**src/rtl/muldiv_issue_pkg.sv**
```systemverilog
// Shared codes for the multiply/divide issuer: request kinds, unit op codes and FSM states.
package muldiv_issue_pkg;

    localparam logic [2:0] MDK_START = 3'd0;
    localparam logic [2:0] MDK_MFHI  = 3'd1;
    localparam logic [2:0] MDK_MFLO  = 3'd2;
    localparam logic [2:0] MDK_MTHI  = 3'd3;
    localparam logic [2:0] MDK_MTLO  = 3'd4;

    localparam logic [2:0] MDMUL  = 3'd0;
    localparam logic [2:0] MDMULU = 3'd1;
    localparam logic [2:0] MDDIV  = 3'd2;
    localparam logic [2:0] MDDIVU = 3'd3;

    typedef enum logic [2:0] {
        ST_IDLE    = 3'd0,
        ST_LAUNCH  = 3'd1,
        ST_READ    = 3'd2,
        ST_CAPTURE = 3'd3,
        ST_WRITE   = 3'd4,
        ST_WAIT_HI = 3'd5,
        ST_WAIT_LO = 3'd6
    } md_state_e;

    function automatic logic op_legal(input logic [2:0] op);
        return op <= MDDIVU;
    endfunction

    function automatic logic kind_legal(input logic [2:0] kind);
        return kind <= MDK_MTLO;
    endfunction

endpackage

```
**src/rtl/md_timeout_ctr.sv**
```systemverilog
// Saturating watchdog counter: counts while enabled, flags when it reaches TIMEOUT.
module md_timeout_ctr
    import muldiv_issue_pkg::*;
#(
    parameter int unsigned TIMEOUT = 32
) (
    input  logic clk,
    input  logic reset,
    input  logic clr,
    input  logic en,
    output logic expired_o
);

    localparam int unsigned W = $clog2(TIMEOUT + 1);

    logic [W-1:0] cnt_q;
    logic [W-1:0] cnt_d;

    assign expired_o = (cnt_q == W'(TIMEOUT));

    always_comb begin
        cnt_d = cnt_q;
        if (clr) begin
            cnt_d = '0;
        end else if (en && !expired_o) begin
            cnt_d = cnt_q + W'(1);
        end
    end

    always_ff @(posedge clk) begin
        if (reset) begin
            cnt_q <= '0;
        end else begin
            cnt_q <= cnt_d;
        end
    end

endmodule

```
**src/rtl/muldiv_issue.sv**
```systemverilog
// Issuer for the multi-cycle MulDiv unit: launches mult/div, performs HI/LO reads and writes,
// stalls the core while the unit is busy and reports completion or errors.
module muldiv_issue
    import muldiv_issue_pkg::*;
#(
    parameter int unsigned TIMEOUT        = 32,
    parameter bit          BLOCKING_START = 1'b0
) (
    input  logic        MDISSUE_clk,
    input  logic        MDISSUE_reset,
    input  logic        req_i,
    input  logic [2:0]  req_kind_i,
    input  logic [2:0]  req_op_i,
    input  logic [31:0] req_a_i,
    input  logic [31:0] req_b_i,
    output logic        stall_o,
    output logic        done_o,
    output logic        err_o,
    output logic [31:0] rd_data_o,
    output logic        md_start_o,
    output logic [2:0]  md_op_o,
    output logic [31:0] md_a_o,
    output logic [31:0] md_b_o,
    output logic        md_hl_src_o,
    output logic        md_hlwe_o,
    input  logic        md_busy_i,
    input  logic [31:0] md_hlrd_i,
    output logic [2:0]  dbg_state_o
);

    // Handshake: req_i is held with stable fields until done_o; stall_o = req_i && !done_o.
    // The request is released in the done_o cycle and never re-accepted in that same cycle.

    md_state_e   state_q, state_d;
    logic        inflight_q, inflight_d;
    logic        done_q, done_d;
    logic        err_q, err_d;
    logic [31:0] rd_data_q, rd_data_d;
    logic        md_start_q, md_start_d;
    logic [2:0]  md_op_q, md_op_d;
    logic [31:0] md_a_q, md_a_d;
    logic [31:0] md_b_q, md_b_d;
    logic        md_hl_src_q, md_hl_src_d;
    logic        md_hlwe_q, md_hlwe_d;
    logic        ctr_clr, ctr_en, ctr_expired;
    logic        can_accept;

    md_timeout_ctr #(.TIMEOUT(TIMEOUT)) u_timeout_ctr (
        .clk       (MDISSUE_clk),
        .reset     (MDISSUE_reset),
        .clr       (ctr_clr),
        .en        (ctr_en),
        .expired_o (ctr_expired)
    );

    assign can_accept = req_i && !done_q && !inflight_q && !md_busy_i;

    always_comb begin
        state_d     = state_q;
        inflight_d  = inflight_q;
        done_d      = 1'b0;
        err_d       = err_q;
        rd_data_d   = rd_data_q;
        md_start_d  = 1'b0;
        md_op_d     = md_op_q;
        md_a_d      = md_a_q;
        md_b_d      = md_b_q;
        md_hl_src_d = md_hl_src_q;
        md_hlwe_d   = 1'b0;
        ctr_clr     = 1'b0;
        ctr_en      = 1'b0;

        case (state_q)
            ST_IDLE: begin
                if (can_accept) begin
                    if (!kind_legal(req_kind_i) ||
                        (req_kind_i == MDK_START && !op_legal(req_op_i))) begin
                        done_d = 1'b1;
                        err_d  = 1'b1;
                    end else if (req_kind_i == MDK_START) begin
                        state_d    = ST_LAUNCH;
                        md_start_d = 1'b1;
                        md_op_d    = req_op_i;
                        md_a_d     = req_a_i;
                        md_b_d     = req_b_i;
                        done_d     = !BLOCKING_START;
                    end else if (req_kind_i == MDK_MFHI || req_kind_i == MDK_MFLO) begin
                        state_d     = ST_READ;
                        md_hl_src_d = (req_kind_i == MDK_MFHI);
                    end else begin
                        state_d     = ST_WRITE;
                        md_hlwe_d   = 1'b1;
                        md_hl_src_d = (req_kind_i == MDK_MTHI);
                        md_a_d      = req_a_i;
                        done_d      = 1'b1;
                    end
                end
            end
            ST_LAUNCH: begin
                inflight_d = 1'b1;
                ctr_clr    = 1'b1;
                state_d    = ST_WAIT_HI;
            end
            ST_WAIT_HI: begin
                ctr_en = 1'b1;
                if (md_busy_i) begin
                    ctr_clr = 1'b1;
                    state_d = ST_WAIT_LO;
                end else if (ctr_expired) begin
                    err_d      = 1'b1;
                    inflight_d = 1'b0;
                    done_d     = BLOCKING_START;
                    state_d    = ST_IDLE;
                end
            end
            ST_WAIT_LO: begin
                ctr_en = 1'b1;
                // A blocking start completes here; a timeout still owes that pulse.
                if (!md_busy_i) begin
                    inflight_d = 1'b0;
                    done_d     = BLOCKING_START;
                    state_d    = ST_IDLE;
                end else if (ctr_expired) begin
                    err_d      = 1'b1;
                    inflight_d = 1'b0;
                    done_d     = BLOCKING_START;
                    state_d    = ST_IDLE;
                end
            end
            ST_READ: begin
                rd_data_d = md_hlrd_i;
                done_d    = 1'b1;
                state_d   = ST_CAPTURE;
            end
            ST_CAPTURE: state_d = ST_IDLE;
            ST_WRITE:   state_d = ST_IDLE;
            default:    state_d = ST_IDLE;
        endcase
    end

    always_ff @(posedge MDISSUE_clk) begin
        if (MDISSUE_reset) begin
            state_q     <= ST_IDLE;
            inflight_q  <= 1'b0;
            done_q      <= 1'b0;
            err_q       <= 1'b0;
            rd_data_q   <= '0;
            md_start_q  <= 1'b0;
            md_op_q     <= '0;
            md_a_q      <= '0;
            md_b_q      <= '0;
            md_hl_src_q <= 1'b0;
            md_hlwe_q   <= 1'b0;
        end else begin
            state_q     <= state_d;
            inflight_q  <= inflight_d;
            done_q      <= done_d;
            err_q       <= err_d;
            rd_data_q   <= rd_data_d;
            md_start_q  <= md_start_d;
            md_op_q     <= md_op_d;
            md_a_q      <= md_a_d;
            md_b_q      <= md_b_d;
            md_hl_src_q <= md_hl_src_d;
            md_hlwe_q   <= md_hlwe_d;
        end
    end

    assign stall_o     = req_i && !done_q;
    assign done_o      = done_q;
    assign err_o       = err_q;
    assign rd_data_o   = rd_data_q;
    assign md_start_o  = md_start_q;
    assign md_op_o     = md_op_q;
    assign md_a_o      = md_a_q;
    assign md_b_o      = md_b_q;
    assign md_hl_src_o = md_hl_src_q;
    assign md_hlwe_o   = md_hlwe_q;
    assign dbg_state_o = state_q;

endmodule

```
**config.mk**
```make
export PLATFORM = sky130hd
export DESIGN_NAME = muldiv_issue
export DESIGN_NICKNAME = d
export VERILOG_FILES = /design/src/rtl/muldiv_issue_pkg.sv /design/src/rtl/md_timeout_ctr.sv /design/src/rtl/muldiv_issue.sv
export SDC_FILE = /design/constraint.sdc
export NUM_CORES = 1
export LEC_CHECK = 0
export CAP_MARGIN = 0
export CORE_ASPECT_RATIO = 0.5
export CORE_MARGIN = 2
export CORE_UTILIZATION = 41
export DETAILED_ROUTE_END_ITERATION = 8
export GPL_TIMING_DRIVEN = 0
export PLACE_DENSITY = 0.78
export SETUP_SLACK_MARGIN = 0.05
export SKIP_LAST_GASP = 1
export SLEW_MARGIN = 10
export SYNTH_ARGS = -nofsm -noshare
export SYNTH_HDL_FRONTEND = slang
export SYNTH_SLANG_ARGS = --single-unit
```
**constraint.sdc**
```tcl
create_clock -name MDISSUE_clk -period 1.85 [get_ports MDISSUE_clk]
set_input_delay 0.2775 -clock MDISSUE_clk [delete_from_list [all_inputs] [get_ports MDISSUE_clk]]
set_output_delay 0.2775 -clock MDISSUE_clk [all_outputs]
set_load 0.02 [all_outputs]
```
Word level (Yosys, flattened, before mapping)

Index checks and enable logic that the tools add are counted.

Flip-flop bits (word level): 114
Input port bits: 106
Output and inout port bits: 108

Add/sub/neg operators: 1
$lt $le $gt $ge: 2
Equal/unequal tests: 14
Mux-type cells: 30
Bitwise gates (word level): 4
Reductions and logical operators: 27

Operators by type and width:

| kind                                                           | count |
|---|---|
| 2-to-1 mux 32 bit                                              | 2 |
| 2-to-1 mux 3 bit                                               | 7 |
| 2-to-1 mux 1 bit                                               | 16 |
| case mux 3 bit (5 select lines)                                | 1 |
| inequality test 2 bit, second input constant                   | 6 |
| AND reduction 4 bit                                            | 3 |
| == test 3 x 2 -> 1 bit, second input constant                  | 3 |
| adder 6 x 1 -> 6 bit, second input constant                    | 1 |
| == test 3 x 1 -> 1 bit, second input constant                  | 2 |
| == test 3 bit, second input constant                           | 2 |
| == test 6 bit, second input constant                           | 1 |
| logical NOT 1 bit                                              | 6 |
| logical NOT 3 bit                                              | 2 |
| case mux 1 bit (3 select lines)                                | 2 |
| nonzero test 3 bit                                             | 2 |
| logical AND 1 bit                                              | 5 |
| AND reduction 5 bit                                            | 1 |
| OR reduction 5 bit                                             | 1 |
| inverter 1 bit                                                 | 4 |
| case mux 1 bit (2 select lines)                                | 2 |
| AND reduction 2 bit                                            | 2 |
| OR reduction 2 bit                                             | 2 |
| OR reduction 4 bit                                             | 1 |
| less-or-equal comparator 3 x 2 -> 1 bit, second input constant | 1 |
| 2 further kinds                                                | 3 |

Logic depth before layout (Yosys ltp)

Depth after elaboration: 7
Mapped depth: 7
Mapped depth without buffers: 6

Modules after synthesis

A second synthesis with hierarchy kept.

Cells, all modules: 518
Area, all modules: 4569.4 um^2

Modules (own cells, without submodules):

| module         | times used | cells an instance | area an instance (um^2) | sequential area each (um^2) |
|---|---|---|---|---|
| muldiv_issue   | 1          | 483               | 4257.8                  | 2162.1 |
| md_timeout_ctr | 1          | 35                | 311.5                   | 120.1 |

Worst setup path after synthesis

Ideal clock, no wire load.

Path kind: reg2reg
Start: register done_q (netlist: done_o)
End: register md_a_q[10] (netlist: md_a_o[10])
Data arrival time: 1.717 ns
Required time: 1.778 ns
Path slack: 0.061 ns
Stages on the path, launching flop included: 6
Path buffers: 1
Clock period less this slack: 1.789 ns
Cells stage by stage: dfxtp_1 -> nor2b_1 -> nand3_1 -> nor3_4 -> buf_8 -> mux2i_1

Cells in the longest elaborated chain, start to end: 5

RTL lines:

| what                           | RTL line            | RTL |
|---|---|---|
| start, declared                | muldiv_issue.sv:36  | `logic done_q, done_d;` |
| start signal, assigned         | muldiv_issue.sv:157 | `done_q <= done_d;` |
| logical NOT 1 bit              | n/a                 |  |
| logical AND 1 bit              | n/a                 |  |
| via stall_o                    | muldiv_issue.sv:16  | `output logic stall_o,` |
| logical AND 1 bit (2 in a row) | muldiv_issue.sv:56  | `assign can_accept = req_i && !done_q && !inflight_q && !md_busy_i;` |
| AND reduction 4 bit (no line)  | n/a                 |  |
| end signal, assigned           | muldiv_issue.sv:162 | `md_a_q <= md_a_d;` |
| end, declared                  | muldiv_issue.sv:41  | `logic [31:0] md_a_q, md_a_d;` |

The timed path passes the listed nets, and every way through them passes these cells.
A chain may end at the register's enable or synchronous reset.

Worst setup path in the final report

Start: register state_q[0] (netlist: dbg_state_o[0])
End: register md_a_q[19] (netlist: md_a_o[19])

Cells in the longest elaborated chain, start to end: 2

RTL lines:

| what                          | RTL line            | RTL |
|---|---|---|
| start, declared               | muldiv_issue.sv:34  | `md_state_e state_q, state_d;` |
| start signal, assigned        | muldiv_issue.sv:155 | `state_q <= state_d;` |
| logical NOT 3 bit             | muldiv_issue.sv:73  | `case (state_q)` |
| AND reduction 4 bit (no line) | n/a                 |  |

Every way passes these cells.

==> results.toml <==
[sta]
hold_viol = 0
drv_slew = 0
period_minus_slack_ns = 1.69
finClkSkew_ns = 0.00812
max_freq_mhz = 592
slew_headroom_pct = 62.6
rsz0062_at_grt = "yes"
finalCritPeriodShare_pct = 91.2
worstMarginPinSlew_ns = 0.561
setup_viol = 0

[cells_and_area]
area_growth_pct = 63.5
num_antenna_cells = 0
fin_cells = 886
fill_cells = 888
final_util_pct = 68.9
drive_gt1_share_pct = 7.96
final_nets = 837

[cts]
htreeDepth = 4
cts-root-buf = "clkbuf_16"
cts.path.max_buffers = 2
insertion_delay_ns = 0.40
cts_buffers = 17
path_clk_slew_ns = 0.05
clock_sinks = 114
cts_tree = "done"

[global_route]
gr-total-overflow = 0
grt_util_all_layers_pct = 20.5
grt_pass1_wl_mm = 19.9
grt_pass1_vias = 4066
grt_max_degree = 17
antenna_found_initial = 0

[critical_path]
slowest_delay_ns = 0.30
worstPathArrival_ns = 2.00
start_kind = "flip-flop"
criticalPathCategory = "reg2reg"
end_kind = "flip-flop"
cp_max_fo = 10
crit_chain = "buf_4 -> nor2_1 -> nand3_2 -> nor3_4 -> buf_12 -> buf_8 -> mux2i_1"
cp.required_ns = 2.17
critPathSlowestCell = "dfxtp_1"

[synth]
synth_cells = 500
synth-edff-count = 0
synth-simple-area-share_pct = 22.8
synthTopCellsByArea = "dfxtp_1 (49%), mux2i_1 (14%), nand2b_1 (9.0%)"
synthArstFlopShare_pct = 0
synth_top_family_by_area = "simple AND/OR/NAND/NOR gates"
yosysTopAreaCell = "dfxtp_1"
synthAdderAreaFrac_pct = 0.539
syn_area_um2 = 4640
synth-compound-area-share_pct = 7.33
yosys.area_share.xor_xnor_pct = 1.13
synth_top_cell_area_share_pct = 49.2
synth_flop_cell = "dfxtp_1"
synth_seq_cells = 114
yosysSeqAreaShare_pct = 49.2
yosysUniqueCellTypes = 43
synth_nets = 608
synthMuxAreaShare_pct = 14.4
ys_warn_count = 0
syn_avg_cell_area_um2 = 9.29

[place]
numPortBuffers = 208
place_hpwl_mm = 9.25
dp.cells = 853
gp_congestion = 0.836

[floorplanning]
pin_count = 214
std_cell_rows = 27
die_area_um2 = 12200
core_um2 = 11000
die_h_um = 79.3
initial_core_util_pct = 42.2
die_x_um = 155

[job]
drv_cap = 0

[drt]
drcViolationCount = 0
vias = 4247
routedWlPerCell_um = 14.3
drt_iter0_markers = 191
wl_mm = 12.7
drtPass1Iterations = 4
viasPerCell = 4.79
ant_nets = 0

[pwr]
leakagePower_nw = 2.95
irDropWorstVdd_uv = 531
power_density_nw_per_um2 = 869

[status]
status = "completed"

[hold_path]
hp-class = "in2reg"
==> Yosys cell counts (all sizes together) (3+ instances only) <==
cell type and n:
nor3 8, nand4 3, dfxtp 114, xnor2 5, o21ai 3, a21oi 42
a211oi 4, clkbuf 23, nor2 44, buf 13, inv 6, mux2i 67
nand3 4, nand2 67, nand2b 67
==> routing by layer <==
metal / wire [um] / global-route usage (%) / vias to the layer above / part of all wire (%)
li1: - / - / 2122 / -
met3: 678 / 5.29 / 27 / 5.3
met4: 276 / 9.54 / 0 / 2.2
met2: 6160 / 35.1 / 123 / 49
met5: 0 / 0 / - / 0
met1: 5560 / 24.6 / 1975 / 44
==> worst max-delay path, delay by kind of cell (launching register included) <==
kind / cells / cell delay (ns)
buffers and inverters: 3 / 0.45
flip-flops: 1 / 0.30
multiplexers: 1 / 0.22
AND/OR/NAND/NOR: 3 / 0.63
==> stage by stage <==
stage	hold WS [ns]	instance area [um2]	setup slack, ns	setup TNS (ns)	total power, mW
6_report	0.242	7590	0.162	0	6.60
5_1_grt	0.241	7590	0.0369	0	6.83
4_1_cts	0.213	7560	0.0704	0	6.65
3_3_place_gp	0.443	6910	-0.253	-9.14	3.22
2_1_floorplan	0.414	4640	0.0614	0	2.86
3_5_place_dp	0.446	6910	-0.282	-10.01	3.23
==> registers in the layout, indices dropped and copies added, names as in the netlist <==
signal               flops
err_o                    1
rd_data_o               32
md_hl_src_o              1
md_b_o                  32
md_start_o               1
md_op_o                  3
md_hlwe_o                1
md_a_o                  32
u_timeout_ctr.cnt_q      6
done_o                   1
inflight_q               1
dbg_state_o              3
==> power breakdown <==
| part | total [mW] | switching, mW | internal (mW) | leakage (nW) |
|---|---|---|---|---|
| sequential | 2.53 | 0.0248 | 2.51 | 0.921 |
| clock | 3.41 | 1.10 | 2.31 | 0.295 |
| combinational | 0.655 | 0.270 | 0.385 | 1.74 |
==> worst paths after layout <==
path                                from                         end  slack, ns  depth (start not counted)
max reg2reg  dbg_state_o[0]$_SDFFE_PP0P_     md_a_o[19]$_SDFFE_PP0P_       0.16                          7
min reg2reg   rd_data_o[19]$_SDFFE_PP0P_  rd_data_o[19]$_SDFFE_PP0P_       0.45                          2
max          dbg_state_o[0]$_SDFFE_PP0P_     md_a_o[19]$_SDFFE_PP0P_       0.16                          7
min                        req_kind_i[1]       md_start_o$_SDFF_PP0_       0.24                          3
==> layout make-up <==
cell class,count,area [um2],area share (%)
flip-flops and latches,114,2280,30.1
multi-input cells,344,2170,28.6
repair buffers,210,2110,27.8
clock buffers,21,460,6.07
plain buffers,36,209,2.75
well taps,145,181,2.39
clock inverters,10,158,2.08
inverters,6,22.5,0.297
==> repair_timing <==
item	4_1_cts	5_1_grt
endpoints found under the hold margin	0	0
cloned	0	0
endpoints found under the setup margin	33	86
resized for setup	4	19
pin swaps	1	1
buffers inserted	2	0
hold buffers	0	0
==> logic make-up after synthesis <==
group / count (synthesis)
muxes: 67
xor gates and xnor gates: 6
DFF: 114
adders and majority gates: 2
and+or+nand+nor: 209
AOI/OAI and AO/OA: 60
buffers and inverters: 42
==> cells in the final DEF, fill, tap and decap left out, types with 3 or more instances in the layout <==
cell type	count
clkdlybuf4s50_1	206
dfxtp_1	114
nand2b_1	67
nand2_1	67
mux2i_1	67
nor2_1	44
a21oi_1	42
clkbuf_1	18
clkbuf_16	17
clkbuf_2	7
inv_1	6
nor3_1	6
xnor2_1	5
buf_2	4
bufinv_16	4
buf_4	3
nand3_1	3
nand4_1	3
o21ai_0	3
a211oi_1	3
clkbuf_4	3
buf_8	3
clkinvlp_4	3
clkinv_2	3
(Power assumes the default switching activity.)
